==> config.mk <==
export PLATFORM = sky130hd
export DESIGN_NAME = uart_tx_mmio
export DESIGN_NICKNAME = d
export VERILOG_FILES = /design/src/rtl/uart_tx_mmio.sv
export SDC_FILE = /design/constraint.sdc
export NUM_CORES = 1
export LEC_CHECK = 0
export CORE_UTILIZATION = 53
export CTS_CLUSTER_DIAMETER = 60
export CTS_CLUSTER_SIZE = 24
export DETAILED_ROUTE_END_ITERATION = 7
export GPL_TIMING_DRIVEN = 0
export PLACE_DENSITY = 0.77
export SETUP_SLACK_MARGIN = 0.5
export SYNTH_ARGS = -nofsm -noshare
export SYNTH_HDL_FRONTEND = slang
export SYNTH_SLANG_ARGS = --single-unit
==> constraint.sdc <==
create_clock -name i_clk -period 2.6 [get_ports i_clk]
set_input_delay 0.26 -clock i_clk [delete_from_list [all_inputs] [get_ports i_clk]]
set_output_delay 0.26 -clock i_clk [all_outputs]
set_load 0.005 [all_outputs]
==> src/rtl/uart_tx_mmio.sv <==
// Memory-mapped 8N1 UART transmitter: 4-word register window, byte FIFO and a
// bit-timing FSM. Read data is zero when not selected so it can be ORed onto the bus.
module uart_tx_mmio #(
  parameter logic [15:0] BASE_ADDR  = 16'hFF00,
  parameter logic [15:0] CLK_DIV    = 16'd434,
  parameter int          FIFO_DEPTH = 8
) (
  input  logic        i_clk,
  input  logic        i_rst_n,
  input  logic        i_wr,
  input  logic        i_rd,
  input  logic [15:0] i_address,
  input  logic [15:0] i_data,
  output logic [15:0] o_data,
  output logic        o_tx,
  output logic        o_irq
);
  localparam int AW = $clog2(FIFO_DEPTH);
  localparam int CW = AW + 1;

  typedef enum logic [1:0] {IDLE, START, DATA, STOP} state_t;

  state_t         state, state_n;
  logic [7:0]     mem [FIFO_DEPTH];
  logic [AW-1:0]  wptr, rptr;
  logic [CW-1:0]  count;
  logic           ovf;
  logic [15:0]    div;
  logic [15:0]    cnt, cnt_n;
  logic [2:0]     bitcnt, bitcnt_n;
  logic [7:0]     shreg, shreg_n;
  logic           tx, tx_n;
  logic           irq;

  logic       sel, wr_sel, full, empty, push, push_ok, pop;
  logic [1:0] off;

  assign sel     = (i_address[15:2] == BASE_ADDR[15:2]);
  assign off     = i_address[1:0];
  assign wr_sel  = i_wr && sel;
  assign full    = (count == CW'(FIFO_DEPTH));
  assign empty   = (count == '0);
  assign push    = wr_sel && (off == 2'd0);
  // A push into a full FIFO is dropped even if the transmitter pops this cycle.
  assign push_ok = push && !full;

  always_ff @(posedge i_clk)
    if (push_ok) mem[wptr] <= i_data[7:0];

  always_ff @(posedge i_clk or negedge i_rst_n) begin
    if (!i_rst_n) begin
      wptr  <= '0;
      rptr  <= '0;
      count <= '0;
      ovf   <= 1'b0;
      div   <= CLK_DIV;
    end else begin
      if (push_ok) wptr <= wptr + 1'b1;
      if (pop)     rptr <= rptr + 1'b1;
      case ({push_ok, pop})
        2'b10:   count <= count + 1'b1;
        2'b01:   count <= count - 1'b1;
        default: ;
      endcase
      if (push && full)                                 ovf <= 1'b1;
      else if (wr_sel && (off == 2'd1) && i_data[3])    ovf <= 1'b0;
      if (wr_sel && (off == 2'd2)) div <= (i_data == 16'd0) ? 16'd1 : i_data;
    end
  end

  always_ff @(posedge i_clk or negedge i_rst_n) begin
    if (!i_rst_n) begin
      state  <= IDLE;
      cnt    <= '0;
      bitcnt <= '0;
      shreg  <= '0;
      tx     <= 1'b1;
      irq    <= 1'b1;
    end else begin
      state  <= state_n;
      cnt    <= cnt_n;
      bitcnt <= bitcnt_n;
      shreg  <= shreg_n;
      tx     <= tx_n;
      irq    <= (state == IDLE) && empty;
    end
  end

  // Every bit boundary reloads from the live divisor, so DIV writes land there.
  always_comb begin
    state_n  = state;
    cnt_n    = cnt;
    bitcnt_n = bitcnt;
    shreg_n  = shreg;
    tx_n     = tx;
    pop      = 1'b0;
    case (state)
      IDLE: if (!empty) begin
        pop     = 1'b1;
        shreg_n = mem[rptr];
        cnt_n   = div - 16'd1;
        tx_n    = 1'b0;
        state_n = START;
      end
      START: if (cnt == 16'd0) begin
        tx_n     = shreg[0];
        cnt_n    = div - 16'd1;
        bitcnt_n = 3'd0;
        state_n  = DATA;
      end else cnt_n = cnt - 16'd1;
      DATA: if (cnt == 16'd0) begin
        cnt_n = div - 16'd1;
        if (bitcnt == 3'd7) begin
          tx_n    = 1'b1;
          state_n = STOP;
        end else begin
          shreg_n  = {1'b0, shreg[7:1]};
          tx_n     = shreg[1];
          bitcnt_n = bitcnt + 3'd1;
        end
      end else cnt_n = cnt - 16'd1;
      STOP: if (cnt == 16'd0) begin
        if (!empty) begin
          pop     = 1'b1;
          shreg_n = mem[rptr];
          cnt_n   = div - 16'd1;
          tx_n    = 1'b0;
          state_n = START;
        end else state_n = IDLE;
      end else cnt_n = cnt - 16'd1;
      default: state_n = IDLE;
    endcase
  end

  always_comb begin
    o_data = 16'h0000;
    if (i_rd && sel)
      case (off)
        2'd1:    o_data = {7'd0, 5'(count), ovf, (state != IDLE), empty, full};
        2'd2:    o_data = div;
        default: o_data = 16'h0000;
      endcase
  end

  assign o_tx  = tx;
  assign o_irq = irq;
endmodule

## After elaboration in Yosys (flattened, before gate mapping)

Memory sizes are Yosys's and may differ from the RTL's.
Index checks and enable logic that the tools add are counted.

| storage, ports and cells | value |
|---|---|
| memory bits (writable) | 64 |
| register bits | 58 |
| memories | 1 |
| output and inout port bits | 18 |
| bits of input ports | 36 |

| operators by class | value |
|---|---|
| eq/ne operators | 16 |
| reduce and logical (&&, ||, !) cells | 25 |
| multiplexer cells | 37 |
| add/subtract/negate cells | 7 |

Memory list:

| name | depth | width | rd ports | clocked after memory_dff | wr ports | line | RTL |
|---|---|---|---|---|---|---|---|
| mem | 8 | 8 | 1 | 0 | 1 | 24 | `logic [7:0] mem [FIFO_DEPTH];` |

Operator list:

| kind | count |
|---|---|
| $mux 16 | 5 |
| $pmux 16 s3 | 1 |
| $logic_not 16->1 | 2 |
| $mux 8 | 4 |
| $pmux 16 s2 | 1 |
| $sub 16x1->16 const B | 2 |
| $pmux 8 s3 | 1 |
| $eq 14x14->1 const B | 1 |
| $mux 1 | 12 |
| $ne 2x2->1 const B | 6 |
| $mux 2 | 5 |
| $add 3x1->3 const B | 3 |
| $logic_and 1x1->1 | 9 |
| $mux 3 | 3 |
| $eq 2x2->1 const B | 4 |
| $pmux 2 s4 | 1 |
| $pmux 4 s2 | 1 |
| $reduce_and 4->1 | 2 |
| $reduce_bool 2->1 | 4 |
| $eq 2x1->1 const B | 3 |
| $pmux 3 s2 | 1 |
| $reduce_and 5->1 | 1 |
| $add 4x1->4 const B | 1 |
| $eq 4x4->1 const B | 1 |
| other kinds (10) | 11 |

## Longest topological paths before layout

| depth | value |
|---|---|
| depth in word-level cells | 6 |
| gate-level depth with buffers | 12 |
| mapped depth without buffers | 12 |

## Worst setup path after synthesis

No wires, ideal clock.

| path | value |
|---|---|
| path type | in2reg |
| from | in i_address[3] |
| to | reg count[2] |
| arrival time | 2.680 ns |
| setup time | 0.127 ns |
| stages | 12 |
| slack | -0.207 ns |
| cells stage by stage | or4_1 > nor4_2 > and2_2 > and3_1 > inv_1 > ha_1 > xor2_1 > ha_1 > a21oi_1 > xor2_1 > nor2_1 > xor2_1 |

| between the ends | value |
|---|---|
| longest elaborated chain between the ends | 6 |
| elaborated cells on any way between the ends | 8 |
| those cells by class | eq/ne: 3; mux: 1; reduce/logical: 4 |

Ends and longest elaborated chain:

| element | line | RTL |
|---|---|---|
| from (decl) | 12 | `input logic [15:0] i_address,` |
| $eq 14x14->1 (*) | 38 | `assign sel = (i_address[15:2] == BASE_ADDR[15:2]);` |
| $logic_and 1x1->1 (*) | 40 | `assign wr_sel = i_wr && sel;` |
| $logic_and 1x1->1 (*) | 43 | `assign push = wr_sel && (off == 2'd0);` |
| $logic_and 1x1->1 (*) | 45 | `assign push_ok = push && !full;` |
| $eq 2x1->1 / $eq 2x2->1 (equally long branches) | 60 | `case ({push_ok, pop})` |
| $pmux 4 s2 / $reduce_bool 2->1 (equally long branches) | -- |  |
| to (signal assigned) | 61 | `2'b10: count <= count + 1'b1;` |
| to (signal assigned) | 62 | `2'b01: count <= count - 1'b1;` |
| to (decl) | 26 | `logic [CW-1:0] count;` |

Mark *: on every way between the ends. The rest lies on a longest branch, timed or not.
A chain may end at the register's enable or synchronous reset.

## Final worst setup path

| path | value |
|---|---|
| from | reg cnt[6] |
| to | reg count[2] |

| between the ends | value |
|---|---|
| longest elaborated chain between the ends | 5 |
| elaborated cells on any way between the ends | 7 |
| those cells by class | eq/ne: 2; mux: 3; reduce/logical: 2 |

Ends and longest elaborated chain:

| element | line | RTL |
|---|---|---|
| from (decl) | 29 | `logic [15:0] cnt, cnt_n;` |
| from (signal assigned) | 81 | `cnt <= cnt_n;` |
| $logic_not 16->1 (*) | 122 | `STOP: if (cnt == 16'd0) begin` |
| $mux 1 (*) | 122 |  |
| $pmux 1 s2 (*) | 97 | `case (state)` |
| net pop | 35 | `logic sel, wr_sel, full, empty, push, push_ok, pop;` |
| $eq 2x1->1 / $eq 2x2->1 (equally long branches) | 60 |  |
| $pmux 4 s2 / $reduce_bool 2->1 (equally long branches) | -- |  |

Mark *: on every way through the listed nets, which the timed path passes. The rest lies on a longest branch.

==> out/metrics.csv <==
metric;value;unit
status;finished with violations;
failing checks;DRC, setup timing;
DPL Wire Length;10.0;mm
Syn Inst Count;518;
Worst Setup End Kind;flop;
# nets final;706;
Syn Nets;572;
relative slew slack;0.458;
Switching Share;0.357;
Starting Density;0.547;
TritonRoute pass-1 iters;7;
Fillers;635;
crit path buf inv count;1;
flop2flop setup slack;-0.10;ns
Ys Warns;0;
# DRC;2;
Synth Flop Type;edfxtp_1;
Slew Viols, Final;0;
Num CTS Buffers;17;
combinational share of power;0.464;
Rows;39;
Netlist cell types;71;
CTS clock-pin slew for the worst setup and hold paths;0.06;ns
CTS tree;yes;
Synth area leaders;edfxtp_1 31%, dfrtp_1 20%, mux4_2 5.7%, ha_1 3.6%, nand2_1 3.0%;
final worst slack;-0.102;ns
I/O Pins;54;
average wire per standard cell;22.2;microns
vias in the first global route;5006;
worst path cell trace;nor4_4 -> and4_1 -> buf_6 -> a31oi_4 -> nor3_4 -> ha_4 -> xor2_2 -> ha_2 -> a21oi_2 -> xor2_1 -> nor2_1 -> xor2_1;
placed insts;715;
Crit. Startpoint;cnt[6]$_DFF_PN0_;
Ant. Diodes;0;
initial antenna violation count;0;
maximum vdd ir drop;0.749;mV
largest net degree at the start of global routing;31;
Setup Skew;0.00880;ns
clk sinks;122;
grt ovf;0;
DR vias/cell;6.24;
most common cell in the netlist;edfxtp_1;
footprint of the multi-input gates;3240;sq um
Max Clk Rate;370;MHz
Die H;111;microns
Sw Pwr;0.00333;W
critical-path cell with the highest stage delay;dfrtp_2;
crit start category;flop;
clock share of power;0.259;
setup violators final;2;
drt total wl;18.0;mm
core area;11500;sq um
CP Data Required Time;2.92;ns
area share of the largest cell type after synthesis;0.305;
critical path type;reg -> reg;
Clk Latency, worst-skew pair;0.42;ns
Tmin final;2.70;ns
first-pass GRT wire length;26.3;mm
part of the power in registers;0.277;
Final period util;1.04;
Yosys reg bits;122;
Hold Crit Class;in -> async;
Die Wd;111;microns
max_cap viols;0;
Max Root-Sink Buffers;2;
Top Family by Delay on Critical Path;simple AND/OR/NAND/NOR gates;
share of layout cells above drive strength 1;0.376;
crit path DAT;3.03;ns
worst-path maximum fanout;4;
Max stage delay on crit path;0.44;ns
area of the die;12300;sq um
GR Util All Layers;0.283;
Util after Layout;0.764;
PwrDens;1060;nW/um^2
critical path depth;12;
Critical R2R Launch;cnt[6]$_DFF_PN0_;
Worst setup endpoint;count[2]$_DFFE_PN0P_;
Fin Setup TNS;-0.111;ns
Layout area overhead;39.8;%
Worst Max-Slew Pin Slew;0.814;ns
Seq/Total Area, Yosys;0.537;
GPL Wtd Cong;0.902;
most used cell, CP;xor2_1;
Post-Layout Cell Count;808;
cell-internal power;0.00599;W
post-route ant nets;0;
P_leak;3.63;nW
CTS HTree Levels;4;
most frequent cells after synthesis;64 x edfxtp_1, 51 x dfrtp_1, 50 x nand2_1;
number of DRC markers in iteration 0;374;
IO Port Bufs;53;
RSZ-0062 raised after global routing;yes;
Async S/R FF share, synth;0.475;
Post-Syn Area;6300;sq um
Avg Inst Size Synth;12.2;sq um
Synth area leader;edfxtp_1;
EDFF count, synth;64;
Vias;5044;
FF-to-FF End;count[2]$_DFFE_PN0P_;
Hold Vio Cnt, Final;0;
Worst Reg2Reg Path Length in Cells;12;
Reg area;3390;sq um
Root Buffer;clkbuf_16;
==> final cells by class <==
cell class,instances,share of cell area
clock buffers,22,0.0505
inverters,16,0.00711
clock inverters,10,0.0175
repair buffers,115,0.130
multi-input cells,356,0.368
flip-flops and latches,122,0.386
plain buffers,24,0.0210
well taps,143,0.0203
==> worst min path at each step <==
stage / startpoint / endpoint / cells after the start
global placement: ovf$_DFFE_PN0P_ / ovf$_DFFE_PN0P_ / 2
detailed placement: i_rst_n / cnt[11]$_DFF_PN0_ / 1
finish: i_rst_n / cnt[9]$_DFF_PN0_ / 2
CTS: i_rst_n / cnt[9]$_DFF_PN0_ / 2
global route: i_data[13] / div[13]$_DFFE_PN0P_ / 2
floorplan: i_rst_n / bitcnt[0]$_DFFE_PN0P_ / 0
==> power groups by stage <==
stage	Sequential (W)	Combinational (W)	Clock (W)
after floorplan	0.00250	0.00245	0
final	0.00258	0.00432	0.00242
after global placement	0.00254	0.00307	0
after CTS	0.00255	0.00365	0.00242
after global routing	0.00261	0.00460	0.00252
after detailed placement	0.00256	0.00315	0
==> state kept, by name, indices dropped and copies added (netlist names) <==
name    count
state       2
count       4
shreg       8
ovf         1
mem        64
o_irq       1
div        16
bitcnt      3
wptr        3
cnt        16
rptr        3
o_tx        1
==> through the flow <==
step / power [W] / setup slack (ns) / hold WS [ns] / cell area, sq um
6_report: 0.00932 / -0.102 / 0.439 / 8800
5_1_grt: 0.00973 / -0.156 / 0.480 / 8800
2_1_floorplan: 0.00495 / 0.103 / -0.0356 / 6440
4_1_cts: 0.00862 / 0.00844 / 0.453 / 8450
3_5_place_dp: 0.00571 / -0.704 / 0.336 / 7160
3_3_place_gp: 0.00561 / -0.693 / 0.450 / 7150
==> routing by layer <==
| layer | routed length [microns] | GRT usage |
|---|---|---|
| met1 | 7230 | 0.366 |
| met5 | 0 | 0 |
| met2 | 9260 | 0.462 |
| met3 | 1110 | 0.0634 |
| met4 | 354 | 0.116 |
==> logic make-up (layout without fill, tap and decap cells) <==
logic type                 after synthesis  in the layout  share of synthesized area
adders and majority gates               18             18                     0.0358
AOI/OAI and AO/OA                       88             88                     0.0964
and+or+nand+nor                        169            169                      0.141
xor gates and xnor gates                31             31                     0.0431
buffers and inverters                   40            187                     0.0264
muxes                                   50             50                      0.121
DFF                                    122            122                      0.537
==> cells in the final DEF (no fill, tap or decap), types with 16 or more instances in the layout <==
| cell type | count |
|---|---|
| edfxtp_1 | 64 |
| nand2_1 | 46 |
| dfrtp_1 | 41 |
| buf_4 | 31 |
| buf_6 | 29 |
| nor2_1 | 26 |
| clkdlybuf4s50_1 | 21 |
| xnor2_1 | 17 |
| clkbuf_16 | 17 |
| o21ai_0 | 16 |
| mux4_2 | 16 |
==> timing repair <==
item / in CTS / in global routing
resized for setup: 153 / 66
pin swaps: 32 / 21
endpoints found under the setup margin: 115 / 88
hold endpoints to repair: 23 / 0
setup buffers: 44 / 16
hold buffers: 1 / 0
cloned: 0 / 0
Note: power is estimated with default switching activity, not from simulation.
